$ cat config.mk
export PLATFORM = sky130hd
export DESIGN_NAME = mem_request_arbiter
export DESIGN_NICKNAME = d
export VERILOG_FILES = /design/src/rtl/mem_request_arbiter_pkg.sv /design/src/rtl/mem_request_arbiter_pick.sv /design/src/rtl/mem_request_arbiter.sv
export SDC_FILE = /design/constraint.sdc
export NUM_CORES = 1
export LEC_CHECK = 0
export CAP_MARGIN = 10
export CORE_MARGIN = 4
export CORE_UTILIZATION = 41
export DETAILED_ROUTE_END_ITERATION = 8
export GPL_TIMING_DRIVEN = 1
export PLACE_DENSITY = 0.81
export SLEW_MARGIN = 20
export SYNTH_ARGS = -nofsm -noshare
export SYNTH_HDL_FRONTEND = slang
export SYNTH_SLANG_ARGS = --single-unit
$ cat constraint.sdc
create_clock -name clk_in -period 1.9 [get_ports clk_in]
set_input_delay 0.475 -clock clk_in [delete_from_list [all_inputs] [get_ports clk_in]]
set_output_delay 0.475 -clock clk_in [all_outputs]
set_load 0.02 [all_outputs]
$ cat src/rtl/mem_request_arbiter_pkg.sv
// Shared encodings for the memory request arbiter: access lengths,
// arbiter states and client identifiers.
package mem_request_arbiter_pkg;

    localparam logic [1:0] LEN_BYTE = 2'b00;
    localparam logic [1:0] LEN_HALF = 2'b01;
    localparam logic [1:0] LEN_WORD = 2'b10;

    typedef enum logic [1:0] {
        ST_IDLE    = 2'b00,
        ST_BUSY_IF = 2'b01,
        ST_BUSY_LS = 2'b10,
        ST_GAP     = 2'b11
    } arb_state_e;

    typedef enum logic {
        CLI_IF = 1'b0,
        CLI_LS = 1'b1
    } client_e;

endpackage

$ cat src/rtl/mem_request_arbiter_pick.sv
// Winner select between IF and LS requests; with MEM_ARB_ROUND_ROBIN_EN
// defined it alternates on conflict, otherwise LS has fixed priority.
module mem_arb_pick
    import mem_request_arbiter_pkg::*;
(
`ifdef MEM_ARB_ROUND_ROBIN_EN
    input  logic clk_in,
    input  logic rst_n_in,
    input  logic rdy_in,
    input  logic grant_en,
`endif
    input  logic if_req,
    input  logic ls_req,
    output logic pick_ls,
    output logic pick_any
);

    assign pick_any = if_req || ls_req;

`ifdef MEM_ARB_ROUND_ROBIN_EN
    client_e last_grant;

    // On conflict, favour whichever client was not served last
    assign pick_ls = ls_req && (!if_req || (last_grant == CLI_IF));

    always_ff @(posedge clk_in or negedge rst_n_in) begin
        if (!rst_n_in) begin
            last_grant <= CLI_IF;
        end else if (rdy_in && grant_en && pick_any) begin
            last_grant <= pick_ls ? CLI_LS : CLI_IF;
        end
    end
`else
    assign pick_ls = ls_req;
`endif

endmodule

$ cat src/rtl/mem_request_arbiter.sv
// Arbitrates IF and LS clients onto the byte-serial memory controller port.
// Arbitration policy selected by MEM_ARB_ROUND_ROBIN_EN (default: LS priority).
module mem_request_arbiter
    import mem_request_arbiter_pkg::*;
#(
    parameter int ADDR_W = 32,
    parameter int XLEN   = 32
) (
    input  logic              clk_in,
    input  logic              rst_n_in,
    input  logic              rdy_in,
    input  logic              flush_in,
    input  logic              if_valid,
    input  logic [ADDR_W-1:0] if_addr,
    output logic              if_ready,
    output logic [XLEN-1:0]   if_data,
    input  logic              ls_valid,
    input  logic              ls_wr,
    input  logic [ADDR_W-1:0] ls_addr,
    input  logic [1:0]        ls_len,
    input  logic [XLEN-1:0]   ls_data,
    output logic              ls_ready,
    output logic [XLEN-1:0]   ls_res,
    output logic              mc_valid,
    output logic              mc_wr,
    output logic [ADDR_W-1:0] mc_addr,
    output logic [1:0]        mc_len,
    output logic [XLEN-1:0]   mc_data,
    input  logic              mc_ready,
    input  logic [XLEN-1:0]   mc_res
);

    arb_state_e        state_q, state_d;
    logic              drop_q, drop_d;
    logic              mc_valid_d, mc_wr_d;
    logic [ADDR_W-1:0] mc_addr_d;
    logic [1:0]        mc_len_d;
    logic [XLEN-1:0]   mc_data_d;
    logic              if_ready_d, ls_ready_d;
    logic [XLEN-1:0]   if_data_d, ls_res_d;
    logic [XLEN-1:0]   ls_ext;
    logic              if_req, pick_ls, pick_any;

    assign if_req = if_valid && !flush_in;

    mem_arb_pick u_pick (
`ifdef MEM_ARB_ROUND_ROBIN_EN
        .clk_in   (clk_in),
        .rst_n_in (rst_n_in),
        .rdy_in   (rdy_in),
        .grant_en (state_q == ST_IDLE),
`endif
        .if_req   (if_req),
        .ls_req   (ls_valid),
        .pick_ls  (pick_ls),
        .pick_any (pick_any)
    );

    always_comb begin
        ls_ext = mc_res;
        unique case (mc_len)
            LEN_BYTE: ls_ext = {{(XLEN-8){1'b0}}, mc_res[7:0]};
            LEN_HALF: ls_ext = {{(XLEN-16){1'b0}}, mc_res[15:0]};
            default:  ls_ext = mc_res;
        endcase
    end

    always_comb begin
        state_d    = state_q;
        drop_d     = drop_q;
        mc_valid_d = mc_valid;
        mc_wr_d    = mc_wr;
        mc_addr_d  = mc_addr;
        mc_len_d   = mc_len;
        mc_data_d  = mc_data;
        if_ready_d = if_ready;
        if_data_d  = if_data;
        ls_ready_d = ls_ready;
        ls_res_d   = ls_res;
        unique case (state_q)
            ST_IDLE: begin
                if (pick_any) begin
                    mc_valid_d = 1'b1;
                    if (pick_ls) begin
                        mc_wr_d   = ls_wr;
                        mc_addr_d = ls_addr;
                        mc_len_d  = ls_len;
                        mc_data_d = ls_data;
                        state_d   = ST_BUSY_LS;
                    end else begin
                        mc_wr_d   = 1'b0;
                        mc_addr_d = if_addr;
                        mc_len_d  = LEN_WORD;
                        mc_data_d = '0;
                        state_d   = ST_BUSY_IF;
                    end
                end
            end
            ST_BUSY_IF: begin
                if (flush_in) drop_d = 1'b1;
                if (mc_ready) begin
                    mc_valid_d = 1'b0;
                    state_d    = ST_GAP;
                    // A flushed fetch still drains on the bus but is never returned
                    if (!drop_q && !flush_in) begin
                        if_ready_d = 1'b1;
                        if_data_d  = mc_res;
                    end
                end
            end
            ST_BUSY_LS: begin
                if (mc_ready) begin
                    mc_valid_d = 1'b0;
                    ls_ready_d = 1'b1;
                    ls_res_d   = ls_ext;
                    state_d    = ST_GAP;
                end
            end
            ST_GAP: begin
                if_ready_d = 1'b0;
                ls_ready_d = 1'b0;
                drop_d     = 1'b0;
                state_d    = ST_IDLE;
            end
            default: state_d = ST_IDLE;
        endcase
    end

    always_ff @(posedge clk_in or negedge rst_n_in) begin
        if (!rst_n_in) begin
            state_q  <= ST_IDLE;
            drop_q   <= 1'b0;
            mc_valid <= 1'b0;
            mc_wr    <= 1'b0;
            mc_addr  <= '0;
            mc_len   <= '0;
            mc_data  <= '0;
            if_ready <= 1'b0;
            if_data  <= '0;
            ls_ready <= 1'b0;
            ls_res   <= '0;
        end else if (rdy_in) begin
            state_q  <= state_d;
            drop_q   <= drop_d;
            mc_valid <= mc_valid_d;
            mc_wr    <= mc_wr_d;
            mc_addr  <= mc_addr_d;
            mc_len   <= mc_len_d;
            mc_data  <= mc_data_d;
            if_ready <= if_ready_d;
            if_data  <= if_data_d;
            ls_ready <= ls_ready_d;
            ls_res   <= ls_res_d;
        end
    end

endmodule
# Yosys cells after proc, flatten, opt, wreduce, memory -nomap -nowiden
# Index checks and enable logic that the tools add are counted.
dict set report totals {
  regBits 137
  latch_bits 0
  mem_bits_rw 0
  rom_bits 0
  output_inout_bits 134
  mem_count 0
}
dict set report op_classes {
  n_addsub 0
  n_mul 0
  div 0
  n_lt_le_gt_ge 0
  eq_ne 10
  shift 0
  mux 19
  n_bitwise 0
  reduce_logical 19
}
# op count
set op_table {}
lappend op_table {{32-bit 2-to-1 mux} 2}
lappend op_table {{32-bit case mux with 2 select lines} 1}
lappend op_table {{3-bit AND reduction} 5}
lappend op_table {{4-bit AND reduction} 3}
lappend op_table {{2-bit inequality test (second input constant)} 5}
lappend op_table {{2-bit 2-to-1 mux} 4}
lappend op_table {{1-bit case mux with 2 select lines} 4}
lappend op_table {{1-bit 2-to-1 mux} 7}
lappend op_table {{2-bit case mux with 3 select lines} 1}
lappend op_table {{2-bit nonzero test} 3}
lappend op_table {{2-bit by 1-bit equality test with 1-bit output (second input constant)} 2}
lappend op_table {{2-bit equality test (second input constant)} 2}
lappend op_table {{2-bit zero test} 2}
lappend op_table {{1-bit logical AND} 2}
lappend op_table {{1-bit zero test} 2}
lappend op_table {{2-bit by 1-bit inequality test with 1-bit output (second input constant)} 1}
lappend op_table {{2-bit OR reduction} 1}
lappend op_table {{1-bit logical OR} 1}

# Longest topological paths before layout
# Gate-level depths: netlist of the first run.
dict set report logic_depth {
  ltp_word 5
  ltp_mapped 7
  mapped_depth_nobuf 6
}

# Modules after synthesis
# From an unflattened synthesis of the first run, not the netlist that was laid out.
dict set report hier_totals {
  hier_cells 526
  area_unflattened_um2 5725.5
}
# module instances cells_per_inst area_each_um2 seq_area_each_um2
set by_module_without_submodules {}
lappend by_module_without_submodules {mem_request_arbiter 1 524 5711.7 3428.3}
lappend by_module_without_submodules {mem_arb_pick 1 2 13.8 0.0}

# Worst setup path before layout of the first run
# No wires, ideal clock.
dict set report synth_timing {
  path_kind {register -> register}
  start {register state_q[0]}
  end {register ls_res[7]}
  arrival_ns 1.477
  slack_ns 0.298
  stages_incl_launch_ff 7
  n_path_buf 2
  period_less_slack_ns 1.602
  cell_sequence {dfrtp_1 > inv_1 > ha_1 > nand3_1 > buf_2 > buf_2 > mux2_2}
}
dict set report synth_between {
  elab_chain_cells 2
}
# item line_no
set synth_rtl {}
lappend synth_rtl {{start: declaration} mem_request_arbiter.sv:33} ;# arb_state_e state_q, state_d;
lappend synth_rtl {{start signal: assignment} mem_request_arbiter.sv:143} ;# state_q <= state_d;
lappend synth_rtl {{2-bit equality test} mem_request_arbiter.sv:80} ;# unique case (state_q)
lappend synth_rtl {{3-bit AND reduction (no line)} --}
lappend synth_rtl {{end signal: assignment} mem_request_arbiter.sv:153} ;# ls_res <= ls_res_d;
lappend synth_rtl {{end: declaration} mem_request_arbiter.sv:23} ;# output logic [XLEN-1:0] ls_res,
# No other way between the ends.
# A chain may end at the register's enable or synchronous reset.

# Final worst setup path of the first run
dict set report layout_timing {
  start {register ls_res[31]}
  end {output port ls_res[31]}
}
# No word-level cell between the ends.

==> results.json, run 1 <==
{
  "run_status": "finished clean",
  "synth.distinct_cells": 25,
  "post-route-period-util": 0.984,
  "gr-total-overflow": 0,
  "power_leakage_nw": 4.71,
  "power.sequential.fraction": 0.341,
  "min_period_ns": 1.87,
  "design.die.area_mm2": 0.0158,
  "crit_path_start_kind": "flop",
  "critPathRequiredTime_ns": 1.42,
  "finish.cell_count_without_fillers": 987,
  "intPower_mw": 9.14,
  "max-slew-margin-rel": 0.720,
  "total_neg_setup_slack_ns": 0,
  "final_antenna_diode_count": 0,
  "critPathKind": "flop to output pin",
  "cts_tree": "done",
  "switchingPower_mw": 5.32,
  "top_usage_layer": "met2",
  "area_growth_syn_to_layout_pct": 63.9,
  "largest_net_degree_at_the_start_of_global_routing": 71,
  "grt_antenna_before_repair": 1,
  "root_buffer": "clkbuf_16",
  "detail-route-antenna-nets": 0,
  "drt_first_pass_iters": 4,
  "cts_made_buffers": 17,
  "critPathMaxStageDelay_ns": 0.61,
  "global_route.usage.met1": 0.251,
  "worst_path_clk_slew_ns": 0.06,
  "post_synth_main_area_contributors": "dfrtp_1, nand2_1, mux2_2",
  "dp_cells": 955,
  "clkPwrFrac": 0.218,
  "max_freq_ghz": 0.535,
  "critical_path.cell_chain": "clkdlybuf4s50_1",
  "netlist_instances": 525,
  "yosysTopAreaCellShare": 0.602,
  "postSynthRegisterBits": 137,
  "layout.cells.most_common": "clkdlybuf4s50_1",
  "yosysTopAreaCell": "dfrtp_1",
  "rr_endpoint": "if_data[13]",
  "drc": 0,
  "worst_ep_arrival_time_ns": 1.39,
  "wire_length_of_the_first_global_routing_pass_um": 27400,
  "drt-wirelength-per-cell_um": 17.4,
  "post_drt_via_cell_ratio": 4.94,
  "layout.nets": 943,
  "place_hpwl_um": 13000,
  "critPathMaxFanout": 2,
  "hold_slack_ns": 0.475,
  "path_delay_family": "buffers and inverters",
  "power_density_mw_per_mm2": 1550,
  "htreeDepth": 4,
  "timing_worst_slew_pin_value_ns": 0.420,
  "r2r-start": "state_q[1]",
  "synthesis.yosys.warnings": 0,
  "sw_frac_of_total": 0.368,
  "clockBufferDepth": 2,
  "standard_cell_core_area_mm2": 0.0134,
  "gpl.final_weighted_congestion": 0.803,
  "rows": 42,
  "power_frac_comb": 0.440,
  "ioPinCount": 272,
  "die_height_um": 126,
  "worst_hold_path_type": "flop to flop",
  "grt_setup_unrepaired": "false",
  "fillers": 973,
  "global_route.usage.met2": 0.370,
  "report.final.hold_viol_count": 0,
  "postSynthAreaPerCell_um2": 10.9,
  "final_layout_size_suffix_gt1_frac": 0.117,
  "syn-cell-area_mm2": 0.00570,
  "worst_ir_drop_vdd_mv": 0.609,
  "timing.hold.worst_path_depth": 2,
  "r2r_cells": 5,
  "critPathCaptureType": "output pin",
  "worstHoldEndpoint": "mc_addr[23]",
  "slew_violations": 0,
  "first_iter_violations": 233,
  "multi_input_comb_area_mm2": 0.00208,
  "post-route-util": 0.697,
  "first_global_vias": 5325,
  "maxCapViolCount": 0,
  "globalRouteTotalUtil": 0.218,
  "portion_of_the_post_synthesis_area_used_by_sequential_elements": 0.602,
  "clock_insertion_delay_worst_skew_ns": 0.41,
  "clock_sinks": 137,
  "fin_worst_skew_ns": 0.00711,
  "timing.critical_path.slowest_stage_cell": "clkdlybuf4s50_1",
  "worst_hold_startpoint": "mc_addr[23]",
  "setup_violations": 0,
  "synth_nets": 669,
  "design_power_total_mw": 14.5,
  "grt_use_met3": 0.0635,
  "regToRegSetupSlack_ns": 0.27,
  "most_used_cells_in_the_layout_excluding_fill_and_tap_cells": "clkdlybuf4s50_1, nand2_1, dfrtp_1",
  "route.final.wire_length_um": 17200,
  "port_buffers": 271,
  "start_util": 0.425,
  "fp.dieW_um": 126,
  "via_count": 4873,
  "critPathBufInv": 1,
  "sequential_cell_area_mm2": 0.00343
}
==> routing by layer <==
layer,routed length (um),up-vias
li1,-,2308
met2,8550,230
met4,625,2
met1,6640,2290
met5,13,-
met3,1340,43
==> worst max-delay path by stage <==
stage                start           to  slack (ns)  cells after the start
2_1_floorplan   state_q[0]    ls_res[7]        0.30                      6
3_3_place_gp        rdy_in       drop_q      -0.008                      5
3_5_place_dp      flush_in   if_data[1]       -0.05                      5
4_1_cts        if_data[11]  if_data[11]       0.001                      1
5_1_grt         ls_res[31]   ls_res[31]      0.0003                      1
6_report        ls_res[31]   ls_res[31]        0.03                      1
==> metrics by stage <==
step,worst slack [ns],area (um^2)
global placement,-0.00754,8680
CTS,0.00105,9240
finish,0.0313,9340
detailed placement,-0.0514,8680
global route,0.000265,9340
floorplan,0.298,5700
==> power groups by stage <==
stage          Clock [mW]  Sequential [mW]  Combinational [mW]
6_report             3.16             4.94                6.36
5_1_grt              3.33             5.09                6.82
4_1_cts              3.21             4.95                6.49
3_5_place_dp            0             4.97                6.56
3_3_place_gp            0             4.89                6.38
2_1_floorplan           0             6.37                1.60
==> registers in the layout, indices dropped and copies added (netlist names) <==
register / flops
ls_res: 32
if_data: 32
mc_addr: 32
mc_wr: 1
state_q: 2
if_ready: 1
mc_data: 32
mc_len: 2
drop_q: 1
ls_ready: 1
mc_valid: 1
==> logic make-up after synthesis <==
family / Yosys count / share of synthesized area
AOI/OAI and AO/OA: 102 / 0.0957
adders and majority gates: 6 / 0.0132
buffers and inverters: 39 / 0.0347
DFF: 137 / 0.602
muxes: 74 / 0.139
and+or+nand+nor: 167 / 0.116
==> cell type report <==
cell class              count  area share
clock buffers              19      0.0474
clock inverters            12      0.0134
well taps                 176      0.0236
inverters                   4     0.00161
repair buffers            290       0.324
flip-flops and latches    137       0.367
multi-input cells         349       0.222
==> cell usage after synthesis (all sizes together) <==
master  count
nand4       2
nand3       3
or2         1
nand2     156
nor2b       3
mux2i      33
clkbuf     12
o21ai      97
o211ai      1
o311ai      1
buf        23
a31oi       1
a22o        1
inv         4
ha          6
o31ai       1
mux2       41
nand2b      1
nor2        1
dfrtp     137
==> timing repair <==
| action | in CTS | in global routing |
|---|---|---|
| endpoints found under the setup margin | 15 | 37 |
| hold endpoints to repair | 24 | 0 |
| hold buffers | 1 | 0 |
| resized for setup | 15 | 37 |
| setup buffers | 0 | 0 |
| pin swaps | 0 | 0 |
Power figures use the tool's default switching activity.
==> run 2, diff against run 1 <==
--- a/config.mk
+++ b/config.mk
@@ -9,7 +9,9 @@
 export CORE_MARGIN = 4
 export CORE_UTILIZATION = 41
 export DETAILED_ROUTE_END_ITERATION = 8
+export GPL_ROUTABILITY_DRIVEN = 1
 export GPL_TIMING_DRIVEN = 1
+export MAX_ROUTING_LAYER = met4
 export PLACE_DENSITY = 0.81
 export SLEW_MARGIN = 20
 export SYNTH_ARGS = -nofsm -noshare
==> run 2 against run 1 <==
Sequential share of layout area unchanged. Wire length increased by 0.13%. Maximum frequency is 0.13% lower. Final cell count increased by 0.10%. Critical path type unchanged. Largest power group unchanged. Highest routed layer is now met4.
==> results.json, run 2 (synthesized netlist as in run 1, its figures left out) <==
{
  "run_status": "finished clean",
  "first_iter_violations": 278,
  "path_delay_family": "buffers and inverters",
  "max-slew-margin-rel": 0.720,
  "slew_violations": 0,
  "power_leakage_nw": 4.70,
  "maxCapViolCount": 0,
  "layout.cells.most_common": "clkdlybuf4s50_1",
  "fin_worst_skew_ns": 0.00595,
  "worst_hold_path_type": "flop to flop",
  "clock_sinks": 137,
  "critPathMaxFanout": 2,
  "min_period_ns": 1.87,
  "regToRegSetupSlack_ns": 0.27,
  "root_buffer": "clkbuf_16",
  "post_drt_via_cell_ratio": 4.94,
  "largest_net_degree_at_the_start_of_global_routing": 71,
  "drt_first_pass_iters": 4,
  "worst_path_clk_slew_ns": 0.06,
  "max_freq_ghz": 0.534,
  "standard_cell_core_area_mm2": 0.0134,
  "first_global_vias": 5342,
  "finish.cell_count_without_fillers": 988,
  "design_power_total_mw": 14.5,
  "grt_antenna_before_repair": 1,
  "gpl.final_weighted_congestion": 0.814,
  "globalRouteTotalUtil": 0.224,
  "postLayoutCellArea_mm2": 0.00934,
  "gr-total-overflow": 0,
  "place_hpwl_um": 13000,
  "most_used_cells_in_the_layout_excluding_fill_and_tap_cells": "clkdlybuf4s50_1, nand2_1, dfrtp_1",
  "die_height_um": 126,
  "timing.critical_path.slowest_stage_cell": "clkdlybuf4s50_1",
  "detail-route-antenna-nets": 0,
  "cts_made_buffers": 17,
  "dp_cells": 955,
  "crit_cells": 1,
  "area_growth_syn_to_layout_pct": 63.9,
  "timing_worst_slew_pin_value_ns": 0.420,
  "critPathCaptureType": "output pin",
  "critPathRequiredTime_ns": 1.42,
  "clock_insertion_delay_worst_skew_ns": 0.41,
  "via_count": 4882,
  "ioPinCount": 272,
  "drc": 0,
  "timing.hold.worst_path_depth": 2,
  "htreeDepth": 4,
  "worst_ep_arrival_time_ns": 1.40,
  "r2r_cells": 5,
  "design.die.area_mm2": 0.0158,
  "clockBufferDepth": 2,
  "critPathKind": "flop to output pin",
  "rows": 42,
  "post-route-period-util": 0.985,
  "post_cts_buffers": 0,
  "grt_setup_unrepaired": "false",
  "wire_length_of_the_first_global_routing_pass_um": 27400,
  "port_buffers": 271,
  "critPathBufInv": 1,
  "report.final.hold_viol_count": 0,
  "cts_tree": "done",
  "route.final.wire_length_um": 17200,
  "layout.nets": 943,
  "fp.dieW_um": 126,
  "worst_ir_drop_vdd_mv": 0.613,
  "drt-wirelength-per-cell_um": 17.4,
  "area_after_dpl_mm2": 0.00868,
  "power_density_mw_per_mm2": 1550,
  "critPathMaxStageDelay_ns": 0.62,
  "start_util": 0.425,
  "setup_violations": 0,
  "final_layout_size_suffix_gt1_frac": 0.117,
  "critical_path.cell_chain": "clkdlybuf4s50_1",
  "crit_path_start_kind": "flop"
}
[run 2: cell types whose count changed in the layout (fill, tap and decap cells not counted), sizes merged]
| cell | change |
|---|---|
| clkdlybuf4s50 | +1 |
| diode | +1 |
| dlymetal6s2s | -1 |
[run 2: power by group]
part,total [mW],internal [mW],switching [mW]
clock network,3.16,1.95,1.20
logic,6.37,3.01,3.36
registers,4.94,4.18,0.753
total,14.5,9.14,5.32
[run 2: per-layer routing]
layer  up-vias  wire, um  GRT usage
met5         -         0          -
met4         0       628      0.111
met3        41      1230     0.0555
met2       242      8540      0.371
met1      2288      6800      0.255
li1       2311         -          -
[run 2: worst paths after layout]
| kind | from | to |
|---|---|---|
| worst max-delay path | ls_res[31] | ls_res[31] |
| min in group asynchronous | rst_n_in | if_data[1] |
| worst min-delay path | mc_addr[23] | mc_addr[23] |
| worst max register to register | state_q[1] | if_data[13] |
| max in group asynchronous | rst_n_in | mc_data[11] |
| worst min register to register | mc_addr[23] | mc_addr[23] |
[run 2: final cells by class]
cell class              count  area, um^2
clock buffers              19         443
well taps                 176         220
flip-flops and latches    137        3430
multi-input cells         349        2080
repair buffers            290        3030
diodes                      1        2.50
clock inverters            12         125
inverters                   4        15.0
fillers                   973        4060
[run 2: metrics by stage]
| step | hold slack (ns) | setup slack, ns | utilization | setup TNS, ns |
|---|---|---|---|---|
| after global placement | 0.364 | -0.00754 | 0.648 | -0.00754 |
| after global routing | 0.505 | 0.000951 | 0.697 | 0 |
| final | 0.475 | 0.0288 | 0.697 | 0 |
| after detailed placement | 0.360 | -0.0514 | 0.648 | -1.19 |
| after CTS | 0.481 | 0.00105 | 0.690 | 0 |
| after floorplan | 0.179 | 0.298 | - | 0 |
[run 2: what timing repair did]
action,4_1_cts,5_1_grt
hold buffers,1,0
endpoints found under the setup margin,15,36
resized for setup,15,36
pin swaps,0,0
hold endpoints to repair,24,0
cloned,0,0
